<file path="config.mk">
export PLATFORM = sky130hd
export DESIGN_NAME = hazard_sequencer
export DESIGN_NICKNAME = d
export VERILOG_FILES = /design/src/rtl/hazard_sequencer.sv
export SDC_FILE = /design/constraint.sdc
export NUM_CORES = 1
export LEC_CHECK = 0
export CAP_MARGIN = 15
export CORE_MARGIN = 5
export CORE_UTILIZATION = 33
export CTS_CLUSTER_DIAMETER = 150
export DETAILED_ROUTE_END_ITERATION = 10
export PLACE_DENSITY_LB_ADDON = 0.08
export SYNTH_ARGS = -nofsm -noshare
export SYNTH_HDL_FRONTEND = slang
export SYNTH_SLANG_ARGS = --single-unit
export TNS_END_PERCENT = 30
</file>
<file path="constraint.sdc">
create_clock -name clk -period 2.04 [get_ports clk]
set_input_delay 0.408 -clock clk [delete_from_list [all_inputs] [get_ports clk]]
set_output_delay 0.408 -clock clk [all_outputs]
set_load 0.02 [all_outputs]
</file>
<file path="src/rtl/hazard_sequencer.sv">
// hazard_sequencer: stall/bubble/flush sequencing for the five-stage pipeline.
// Priority: data-memory wait, then load-use hazard, then control flush.
// Raises a sticky timeout after MAX_WAIT consecutive data-memory wait cycles.
// Optional feature macro: HAZARD_PERF_EN enables the stall/flush counters;
// when it is undefined, stall_count and flush_count are tied to zero.
module hazard_sequencer #(
  parameter int MAX_WAIT = 15,
  parameter int WAIT_W   = 4
) (
  input  logic        clk,
  input  logic        rst,
  input  logic [4:0]  id_rs,
  input  logic [4:0]  id_rt,
  input  logic        id_uses_rt,
  input  logic [4:0]  ex_rt,
  input  logic        ex_mem_read,
  input  logic [1:0]  flush_req,
  input  logic        dmem_req,
  input  logic        dmem_ready,
  output logic        pc_write,
  output logic        ifid_write,
  output logic        ifid_flush,
  output logic        idex_bubble,
  output logic        exmem_hold,
  output logic        mem_timeout,
  output logic [1:0]  state,
  output logic [15:0] stall_count,
  output logic [15:0] flush_count
);

  typedef enum logic [1:0] {
    ST_RUN        = 2'd0,
    ST_LOAD_STALL = 2'd1,
    ST_MEM_WAIT   = 2'd2
  } state_e;

  localparam logic [WAIT_W:0]   MAX_WAIT_C = (WAIT_W + 1)'(MAX_WAIT);
  localparam logic [WAIT_W-1:0] CNT_MAX_C  = {WAIT_W{1'b1}};

  state_e            state_q, state_d;
  logic [WAIT_W-1:0] wait_cnt_q, wait_cnt_d;
  logic              timeout_q, timeout_d;

  logic memwait_s;
  logic loaduse_s;
  logic waiting_s;
  logic loaduse_eff_s;
  logic pc_write_s, ifid_write_s, ifid_flush_s, idex_bubble_s, exmem_hold_s;
  logic [WAIT_W:0] cnt_inc_s;

  // Raw hazard detection; in MEM_WAIT only dmem_ready decides the freeze.
  always_comb begin
    memwait_s = dmem_req & ~dmem_ready;
    loaduse_s = ex_mem_read & (ex_rt != 5'd0) &
                ((ex_rt == id_rs) | (id_uses_rt & (ex_rt == id_rt)));
    if (state_q == ST_MEM_WAIT) begin
      waiting_s = ~dmem_ready;
    end else begin
      waiting_s = memwait_s;
    end
    if (state_q == ST_LOAD_STALL) begin
      loaduse_eff_s = 1'b0;
    end else begin
      loaduse_eff_s = loaduse_s;
    end
  end

  // Prioritised control decision and next state; the MEM_WAIT release path
  // falls through to the RUN evaluation in the same cycle.
  always_comb begin
    pc_write_s    = 1'b1;
    ifid_write_s  = 1'b1;
    ifid_flush_s  = 1'b0;
    idex_bubble_s = 1'b0;
    exmem_hold_s  = 1'b0;
    state_d       = ST_RUN;
    if (waiting_s) begin
      pc_write_s   = 1'b0;
      ifid_write_s = 1'b0;
      exmem_hold_s = 1'b1;
      state_d      = ST_MEM_WAIT;
    end else if (loaduse_eff_s) begin
      pc_write_s    = 1'b0;
      ifid_write_s  = 1'b0;
      idex_bubble_s = 1'b1;
      state_d       = ST_LOAD_STALL;
    end else begin
      case (flush_req)
        2'b01: begin
          ifid_flush_s = 1'b1;
        end
        2'b10, 2'b11: begin
          ifid_flush_s  = 1'b1;
          idex_bubble_s = 1'b1;
        end
        default: begin
          ifid_flush_s  = 1'b0;
          idex_bubble_s = 1'b0;
        end
      endcase
    end
  end

  // Wait-length counter with saturation and sticky timeout flag.
  always_comb begin
    cnt_inc_s = {1'b0, wait_cnt_q} + {{WAIT_W{1'b0}}, 1'b1};
    timeout_d = timeout_q;
    if (waiting_s) begin
      if (wait_cnt_q == CNT_MAX_C) begin
        wait_cnt_d = wait_cnt_q;
      end else begin
        wait_cnt_d = cnt_inc_s[WAIT_W-1:0];
      end
      if (cnt_inc_s >= MAX_WAIT_C) begin
        timeout_d = 1'b1;
      end else begin
        timeout_d = timeout_q;
      end
    end else begin
      wait_cnt_d = {WAIT_W{1'b0}};
    end
  end

  // FSM state, wait counter and timeout flag registers.
  always_ff @(posedge clk or negedge rst) begin
    if (!rst) begin
      state_q    <= ST_RUN;
      wait_cnt_q <= {WAIT_W{1'b0}};
      timeout_q  <= 1'b0;
    end else begin
      state_q    <= state_d;
      wait_cnt_q <= wait_cnt_d;
      timeout_q  <= timeout_d;
    end
  end

  // Output drive; reset forces the pipeline into a flushed, stalled state.
  always_comb begin
    if (!rst) begin
      pc_write    = 1'b0;
      ifid_write  = 1'b0;
      ifid_flush  = 1'b1;
      idex_bubble = 1'b1;
      exmem_hold  = 1'b0;
    end else begin
      pc_write    = pc_write_s;
      ifid_write  = ifid_write_s;
      ifid_flush  = ifid_flush_s;
      idex_bubble = idex_bubble_s;
      exmem_hold  = exmem_hold_s;
    end
  end

  assign mem_timeout = timeout_q;
  assign state       = state_q;

`ifdef HAZARD_PERF_EN
  logic [15:0] stall_cnt_q, flush_cnt_q;

  // Saturating counts of stalled cycles and IF/ID flush cycles.
  always_ff @(posedge clk or negedge rst) begin
    if (!rst) begin
      stall_cnt_q <= 16'd0;
      flush_cnt_q <= 16'd0;
    end else begin
      if (!pc_write_s && (stall_cnt_q != 16'hFFFF)) begin
        stall_cnt_q <= stall_cnt_q + 16'd1;
      end
      if (ifid_flush_s && (flush_cnt_q != 16'hFFFF)) begin
        flush_cnt_q <= flush_cnt_q + 16'd1;
      end
    end
  end

  assign stall_count = stall_cnt_q;
  assign flush_count = flush_cnt_q;
`else
  assign stall_count = 16'd0;
  assign flush_count = 16'd0;
`endif

endmodule

</file>
# Word-level counts from Yosys, hierarchy flattened
# Cells that the tools add are included.
[totals]
in_bits = 23
ff_bits = 7
[classes]
n_bitwise = 6
magnitude_cmp = 1
reduce_logical = 4
muxes = 19
n_eq_ne = 9
addsub = 1
[op_table]
columns = ["cell", "count"]
rows = [
  ["$mux W1", 16],
  ["$eq A5 B5 Y1", 2],
  ["$mux W4", 2],
  ["$eq A2 B2 Y1 const B", 3],
  ["$add A4 B1 Y5 const B", 1],
  ["$ge A5 B4 Y1 const B", 1],
  ["$reduce_bool A5 Y1", 1],
  ["$and A1 B1 Y1", 4],
  ["$eq A2 B1 Y1 const B", 2],
  ["$eq A4 B4 Y1 const B", 1],
  ["$reduce_or A3 Y1", 1],
  ["$mux W2", 1],
  ["$ne A2 B2 Y1 const B", 1],
  ["$reduce_and A2 Y1", 1],
  ["$reduce_or A2 Y1", 1],
  ["$not A1 Y1", 1],
  ["$or A1 B1 Y1", 1],
]

# Logic depth before layout (Yosys ltp)
# Gate-level depths: netlist of run 1.
[logic_depth]
word_depth = 8
ltp_mapped = 6
depth_no_buf = 6

# Least setup slack after synthesis of run 1
# OpenSTA, ideal clock, no wires.
[synth_timing]
path_type = "input to output"
from = "input ex_rt[1]"
to = "output pc_write"
arrival_ns = 1.806
t_required_ns = 1.632
path_buffers = 1
path_slack_ns = -0.174
path_stages = 4
path_cell_list = "or4_4 o221a_4 a211oi_2 buf_4"
[synth_via]
elab_chain_cells = 8
word_cells_on_any_way = 11
[synth_lines]
columns = ["element", "line_no", "rtl"]
rows = [
  ["start, declared", "15", "input logic [4:0] ex_rt,"],
  ["$eq A5 B5 Y1", "55", "((ex_rt == id_rs) | (id_uses_rt & (ex_rt == id_rt)));"],
  ["$and A1 B1 Y1", "55", ""],
  ["$or A1 B1 Y1", "55", ""],
  ["$and A1 B1 Y1 (*)", "54", "loaduse_s = ex_mem_read & (ex_rt != 5'd0) &"],
  ["$mux W1 (*)", "61", "if (state_q == ST_LOAD_STALL) begin"],
  ["$mux W1 (*) (3 in series)", "-", ""],
  ["end, declared", "20", "output logic pc_write,"],
]
# Every way passes the cells marked *; elsewhere a longest branch is shown, timed or not.

# Final worst setup path of run 1
[layout_timing]
from = "input ex_rt[2]"
to = "output pc_write"
[layout_via]
elab_chain_cells = 8
word_cells_on_any_way = 11
[layout_lines]
columns = ["element", "line_no", "rtl"]
rows = [
  ["$eq A5 B5 Y1", "55", ""],
  ["$and A1 B1 Y1", "55", ""],
  ["$or A1 B1 Y1", "55", ""],
  ["$and A1 B1 Y1 (*)", "54", ""],
  ["$mux W1 (*)", "61", ""],
  ["$mux W1 (*)", "82", "end else if (loaduse_eff_s) begin"],
  ["$mux W1 (*)", "77", "if (waiting_s) begin"],
  ["$mux W1 (*)", "139", "if (!rst) begin"],
]
# Marked as above.

==> results.md, run 1 <==
Run status:
- The flow ran to the end, but the final reports show violations.
- The checks that failed: negative setup slack.

Setup path:
- The worst setup path is of the input pin to output pin kind.
- The critical path capture point type is an output pin.
- The top cell family by delay on the critical path is simple AND/OR/NAND/NOR gates.
- The logic depth of the worst path, buffers included is 5.
- In this run the worst path has a maximum fanout of 3.
- Together, buffers and inverters on the worst path number 2.
- Walking the worst path, the cells encountered are buf_2 -> or4_4 -> o221a_4 -> a211oi_4 -> buf_6.
- The required time reported for the critical path endpoint is about 1600 ps.
- For the worst flop-to-flop path, the logic depth is 6.
- At the worst endpoint, the arrival time is 1680 ps.
- On the worst path, the slowest cell contributes a delay of slightly above 500 ps.
- The worst setup path is launched from an input pin.
- The highest-delay cell along the critical path is or4_4.

Timing:
- The final hold violation count is 0.
- The worst path in the final design needs a cycle of about 2100 ps, including I/O delays and setup.
- The post-route clock period utilization is 102%.
- Setup repair after global routing could not meet its margin everywhere.
- The number of pins exceeding their max-slew limit in the final report is 0.
- Static timing analysis puts the maximum clock frequency at around 0.48 GHz.
- Setup violations remaining at the end of the flow were counted as 2.
- The worst setup skew after layout is 3.31 ps.
- Across all setup checks in the final design, the least slack found is -45.4 ps.

Layout:
- The count of nets after finishing is between 150 and 200.
- In the final layout, flip-flops and latches occupy between 150 and 200 sq um.
- In the layout the commonest cells are 32 x conb_1, 16 x buf_4, 10 x clkdlybuf4s50_1, 10 x dlymetal6s2s_1, 9 x xnor2_1.
- After routing the design area is roughly 1200 sq um.
- The leading cell type in the layout, fill and taps excluded is conb_1.
- In the final layout, the share of cells above drive strength 1 is a little under a quarter.
- The multi-input combinational cells in the finished layout cover a total of 518 sq um.
- Relative to the synthesized area, the layout overhead comes to 47.1%.
- The number of diodes added for antenna fixing is 0.
- The utilization after layout is around half.
- After filler insertion, the fill cell instance count of the layout stands at 240.

CTS:
- The clock transition at the registers of the reported paths is ~50 ps.
- The number of buffers created by CTS is 3.
- CTS placed an instance of clkbuf_4 at the clock tree root.
- In this run the number of H-tree levels came out at 1.
- Hold repair after CTS inserted 0 buffers.
- The clock insertion delay at the later pin of the skew report is approximately 260 ps.
- The number of buffers on the longest clock path is 2.
- The clock net sink count is 7.
- TritonCTS built the clock tree.

Detailed routing:
- The total number of vias is about 700.
- Wire segments on met2 add up to approximately 1000 microns in the final route.
- The residual antenna-violating net count after detailed routing is 0.
- After detailed routing, the number of remaining DRC violations is 0.
- For this run, the detailed router's first-pass iteration total came to 3.
- The post-route met1 wirelength is between 700 and 800 microns.
- After the first detailed-routing iteration, the DRC count stood at 15.
- The average via count per standard cell is 4.12.
- The highest routing layer actually used is met4.
- The average detailed-routed wire length per instance is about 12 microns.
- In the detailed route, the total length drawn on met3 is a little over 200 microns.
- Wires add up to 2000 microns.

Die:
- The overall die area is around 3500 sq um.
- The area of the placeable core is ~2400 sq um.
- The starting density of the core is 33.6%.
- In this run the horizontal extent of the chip is 59.6 microns.
- In this run the vertical extent of the chip is ~60 microns.
- Pin placement for this block handled 63 I/O pins.
- Row generation in the floorplan step produced 18 rows.

Hold path:
- The worst min-delay path class is flop to flop.
- The number of stages on the worst hold path is 1.

Synth:
- In this run, distinct cell masters in the synthesized netlist total 29.
- The sequential fraction of the synthesis area is between 20% and 30%.
- The number of storage elements in the synthesis netlist is 7.
- Sorting the synthesized cells by area gives the leading types as buf_4 31%, dfrtp_1 22%, xnor2_1 12%.
- The post-synthesis cell area is 811 sq um.
- Averaged over all synthesized cells, the footprint is around 8.6 sq um.
- The proportion of netlist area held by the largest area contributor is a little under a third.
- The total of warnings raised by yosys is 0.
- The number of cells produced by synthesis is 94.
- buf_4 takes more of the synthesized area than any other cell.

Place:
- The cell area reported after detailed placement is between 1000 and 1500 sq um.
- The count of buffers inserted at the top-level ports is 30.
- The global placer's final weighted congestion is approximately 0.76.
- Detailed placement finished with a half-perimeter wire length of roughly 1600 microns.

Power and ir drop:
- The total power density per cell area is roughly 430 nW/um^2.
- The overall power of the completed layout is around 0.51 mW.
- The standby leakage power is approximately 0.64 nW.
- VDD sags by at most 229 uV.

Run:
- Max-cap violations in this run came to 0.

GRT:
- For this run, the total global-route usage over all layers was measured as approximately an eighth.
- The largest net degree at the start of global routing is 7.
- The first global-routing pass estimated 3100 microns of wire.
- Global routing finished with a remaining overflow of 0.
- The number of antenna violations at the first check in global routing is 0.
- The number of global-route vias before repair is 680.
==> cells in the mapped netlist <==
master / n
a211oi_1: 2
o21ai_0: 1
a31oi_1: 2
nand2b_1: 1
nor2_1: 6
nor3b_1: 1
nand4_1: 1
xnor2_1: 11
buf_4: 33
o22a_1: 1
or4_4: 1
o22ai_1: 2
o21bai_1: 1
dfrtp_1: 7
nand3_1: 2
a311o_1: 1
nor3_1: 1
a211oi_2: 1
nand2_1: 5
ha_1: 2
nor4bb_1: 1
a22o_1: 1
a21oi_1: 1
o221a_4: 1
o21bai_4: 1
inv_1: 4
a21o_1: 1
nor2b_1: 1
conb_1: 1
==> path summary, 6_finish.rpt <==
check,slack [ps],startpoint,end
min,480,mem_timeout$_DFFE_PN0P_,mem_timeout$_DFFE_PN0P_
max,-50,ex_rt[2],pc_write
max in group asynchronous,1410,rst,state[0]$_DFF_PN0_
min reg2reg,480,mem_timeout$_DFFE_PN0P_,mem_timeout$_DFFE_PN0P_
min in group asynchronous,520,rst,wait_cnt_q[3]$_DFFE_PN0P_
max reg2reg,320,wait_cnt_q[0]$_DFFE_PN0P_,mem_timeout$_DFFE_PN0P_
==> flip-flops by register name, summed over array words and instances, names as in the netlist <==
register,count
wait_cnt_q,4
mem_timeout,1
state,2
==> power breakdown <==
part           switching (mW)  internal, mW
Sequential            0.00709         0.144
Clock                  0.0526        0.0747
Combinational           0.126         0.103
==> timing repair <==
item,CTS,global route
setup buffers,1,2
resized for setup,45,14
pin swaps,5,19
setup endpoints to repair,5,4
==> worst register-to-register path, cell delays in order, from the launching register on <==
cell      delay, ps
dfrtp_1         440
inv_1            70
ha_1            290
o21bai_1        110
a21o_1          170
a22o_1          180
a311o_1         340
==> final cells by class <==
| type | instances | area share [%] |
|---|---|---|
| clock buffers | 4 | 2.20 |
| inverters | 4 | 1.26 |
| multi-input cells | 81 | 43.4 |
| flip-flops and latches | 7 | 14.7 |
| well taps | 30 | 3.15 |
| repair buffers | 44 | 35.3 |
==> logic make-up (layout without fill, tap and decap cells) <==
family          count (synthesis)  in the layout  synth area share (%)
xor+xnor                       11             11                  11.9
compound gates                 16             16                  17.7
other cells                     1             32                 0.463
simple gates                   20             20                  12.8
flops                           7              7                  21.6
fa+ha+maj                       2              2                  3.09
buf+inv                        37             52                  32.4
==> stage by stage <==
| step | hold slack [ps] | TNS [ps] | instances | setup slack (ps) |
|---|---|---|---|---|
| 6_report | 480 | -90.8 | 170 | -45.4 |
| 3_5_place_dp | 483 | -3490 | 163 | -843 |
| 4_1_cts | 492 | -268 | 168 | -108 |
| 3_3_place_gp | 470 | -3420 | 163 | -820 |
| 5_1_grt | 507 | -223 | 170 | -91.2 |
| 2_1_floorplan | 112 | -47.0 | 125 | -47.0 |
==> layer usage <==
layer	up-vias	track usage [%]
met4	0	6.65
met1	318	12.8
met5	-	0
met2	33	20.1
met3	4	5.23
li1	346	-
No activity file was read; power rests on OpenSTA's default activity.
==> run 2, diff against run 1 <==
--- a/config.mk
+++ b/config.mk
@@ -6,11 +6,10 @@
 export NUM_CORES = 1
 export LEC_CHECK = 0
 export CAP_MARGIN = 15
-export CORE_MARGIN = 5
 export CORE_UTILIZATION = 33
 export CTS_CLUSTER_DIAMETER = 150
 export DETAILED_ROUTE_END_ITERATION = 10
-export PLACE_DENSITY_LB_ADDON = 0.08
+export PLACE_DENSITY_LB_ADDON = 0.05
 export SYNTH_ARGS = -nofsm -noshare
 export SYNTH_HDL_FRONTEND = slang
 export SYNTH_SLANG_ARGS = --single-unit
==> results.md, run 2 (synthesis results as in run 1) <==
Detailed routing:
- In the routed design, unresolved DRC markers number 0.
- The first detailed-routing pass ran for 4 iterations.
- The total number of vias is between 600 and 700.
- In this run the remaining antenna-violating nets after routing total 0.
- The average via count per standard cell is about 4.2.
- For this block, the initial DRC count from the detailed router was 1.
- In the final routed layout, each cell accounts on average for between 10 and 15 microns.
- The wire length after detailed routing is 1730 microns.

Run:
- The max-capacitance violation count is 0.

Place:
- Detailed placement finished with a half-perimeter wire length of approximately 1400 microns.
- Input and output buffers added on the ports amount to 30.
- The total placed cells including tap cells is 160.
- After detailed placement, the total cell area comes to between 1000 and 1500 sq um.
- The worst setup timing slack at the placement stage is -829 ps.
- Routability-driven placement finished with a final weighted congestion of roughly 0.76.

CTS:
- The longest clock path from root to sink contains 2 buffers.
- The cell at the root of the clock tree is clkbuf_4.
- The clock insertion delay at the later pin of the skew report is 250 ps.
- CTS built an H-tree with a depth of 1.
- CTS saw 7 sinks.
- After clock tree synthesis, the clock-pin slew on the worst setup and hold paths is around 60 ps.
- The CTS tree is done.
- In this run, CTS created clock tree buffers numbering 3.

Layout:
- 0 antenna diodes ended up in the layout.
- For this run, the post-layout net count is 163.
- Leaving out fill and tap cells, the most frequent cell in the layout is conb_1.
- For this run, the share of the core covered by cells in the final layout is about half.
- The area of all placed cells without fillers is between 1000 and 1500 sq um.
- The area growth from synthesis to layout is 43.8%.
- Leaving out fill and tap cells, the most frequent cells in the layout are 32 x conb_1, 12 x buf_4, 10 x xnor2_1, 10 x clkdlybuf4s50_1, 10 x dlymetal6s2s_1.
- The post-route netlist has around a fifth of its cells at a drive strength greater than 1.
- The register with the most flip-flops in the layout has 4 of them.
- The register bank with the most flops is wait_cnt_q.
- For this run, the number of standard cells in the final layout without fillers is around 170.
- The number of filler instances in the final layout is between 200 and 250.

Setup path:
- STA classifies the critical path endpoint as an output pin.
- The highest-delay cell along the critical path is or4_4.
- Along the worst path, the maximum fanout reaches 3.
- The most numerous cell type found on the critical path is buf_6.
- The critical path buffer and inverter count is 2.
- The kind of start point of the critical path is an input pin.
- The data arrival time of the worst path is approximately 1700 ps.
- Traced cell by cell, the critical path runs through buf_6 -> or4_4 -> o221a_4 -> a211oi_4 -> buf_6.
- For the worst setup path, the data required time is around 1600 ps.
- The kind of cell with the highest combined delay along the critical path is simple AND/OR/NAND/NOR gates.
- The category of the critical setup timing path is input pin to output pin.
- The worst stage delay on the critical path is 530 ps.

GRT:
- Global routing consumed, over all layers together, between 10% and 20% of the routing resources.
- The number of antenna violations at the first check in global routing is 0.
- The first global-routing pass estimated 2770 microns of wire.
- After global routing the overflow that remains totals 0.
- The largest net degree at the start of global routing is 7.
- The number of global-route vias before repair is 593.

Timing:
- The number of pins exceeding their max-slew limit in the final report is 0.
- For the final routed database, the setup TNS stands at -70.1 ps.
- Setup repair after global routing could not meet its margin everywhere.
- Based on the critical path, the design can be clocked at up to ~0.48 GHz.
- The hold slack is 482 ps.
- Setup violations remaining at the end of the flow were counted as 2.
- The post-route clock period utilization is 102%.
- On the final layout, the worst clock skew is between 2 and 2.5 ps.
- The clock period minus worst slack is a little over 2000 ps.
- The final hold violation count is 0.
- The post-layout worst setup margin is -35.2 ps.

Run status:
- The checks that failed: negative setup slack.
- The flow ran to the end, but the final reports show violations.

Die:
- From bottom edge to top edge, the die measures around 52 microns.
- The area of the placeable core is roughly 2300 sq um.
- The overall die area is 2660 sq um.
- The die outline width is slightly above 50 microns.
- The floorplan has 17 rows.
- The number of ports placed on the die boundary is between 60 and 70.
- Once the floorplan was initialized, standard cells occupied 36.0% of the core.

Power and ir drop:
- The standby leakage power is about 0.63 nW.
- For this design the ratio of total power to cell area is approximately 430 nW/um^2.
- The overall power of the completed layout is 0.500 mW.
- The peak supply drop is around 210 uV.

Hold path:
- The tightest min-delay check is of the flop to flop type.
run 2: cell types whose count changed in the layout (fill, tap and decap cells not counted), sizes merged:
cell | previous run | this run
dlygate4sd2 | 1 | 2
buf | 21 | 18
clkbuf | 5 | 4
run 2: repair_timing:
item | CTS | global route
resized for setup | 42 | 13
pin swaps | 9 | 17
endpoints found under the setup margin | 5 | 4
setup buffers | 0 | 1
endpoints found under the hold margin | 0 | 0
hold buffers | 0 | 0
run 2: final cells by class:
type / instances / area (sq um) / area share (%)
Multi-Input combinational cell: 81 / 510 / 43.8
Timing Repair Buffer: 41 / 404 / 34.7
Sequential cell: 7 / 175 / 15.0
Tap cell: 28 / 35.0 / 3.00
Clock buffer: 4 / 26.3 / 2.25
Inverter: 4 / 15.0 / 1.29
run 2: power breakdown:
group          leakage (nW)  internal, mW  switching [mW]
Combinational         0.516        0.0988           0.123
Sequential           0.0947         0.144         0.00694
Clock                0.0150        0.0747          0.0519
run 2: final timing paths:
check,startpoint,to,slack (ps),cells past startpoint
max,ex_rt[3],ifid_write,-40,5
min,mem_timeout$_DFFE_PN0P_,mem_timeout$_DFFE_PN0P_,480,1
max reg2reg,wait_cnt_q[0]$_DFFE_PN0P_,mem_timeout$_DFFE_PN0P_,310,6
min reg2reg,mem_timeout$_DFFE_PN0P_,mem_timeout$_DFFE_PN0P_,480,1
max in group asynchronous,rst,wait_cnt_q[0]$_DFFE_PN0P_,1380,2
min in group asynchronous,rst,mem_timeout$_DFFE_PN0P_,510,2
run 2: per-layer routing:
layer	global-route usage (%)	wire [microns]	vias up
met2	24.5	846	42
met3	3.80	152	6
met4	4.05	39	0
li1	-	-	338
met1	17.1	690	303
met5	0	0	-
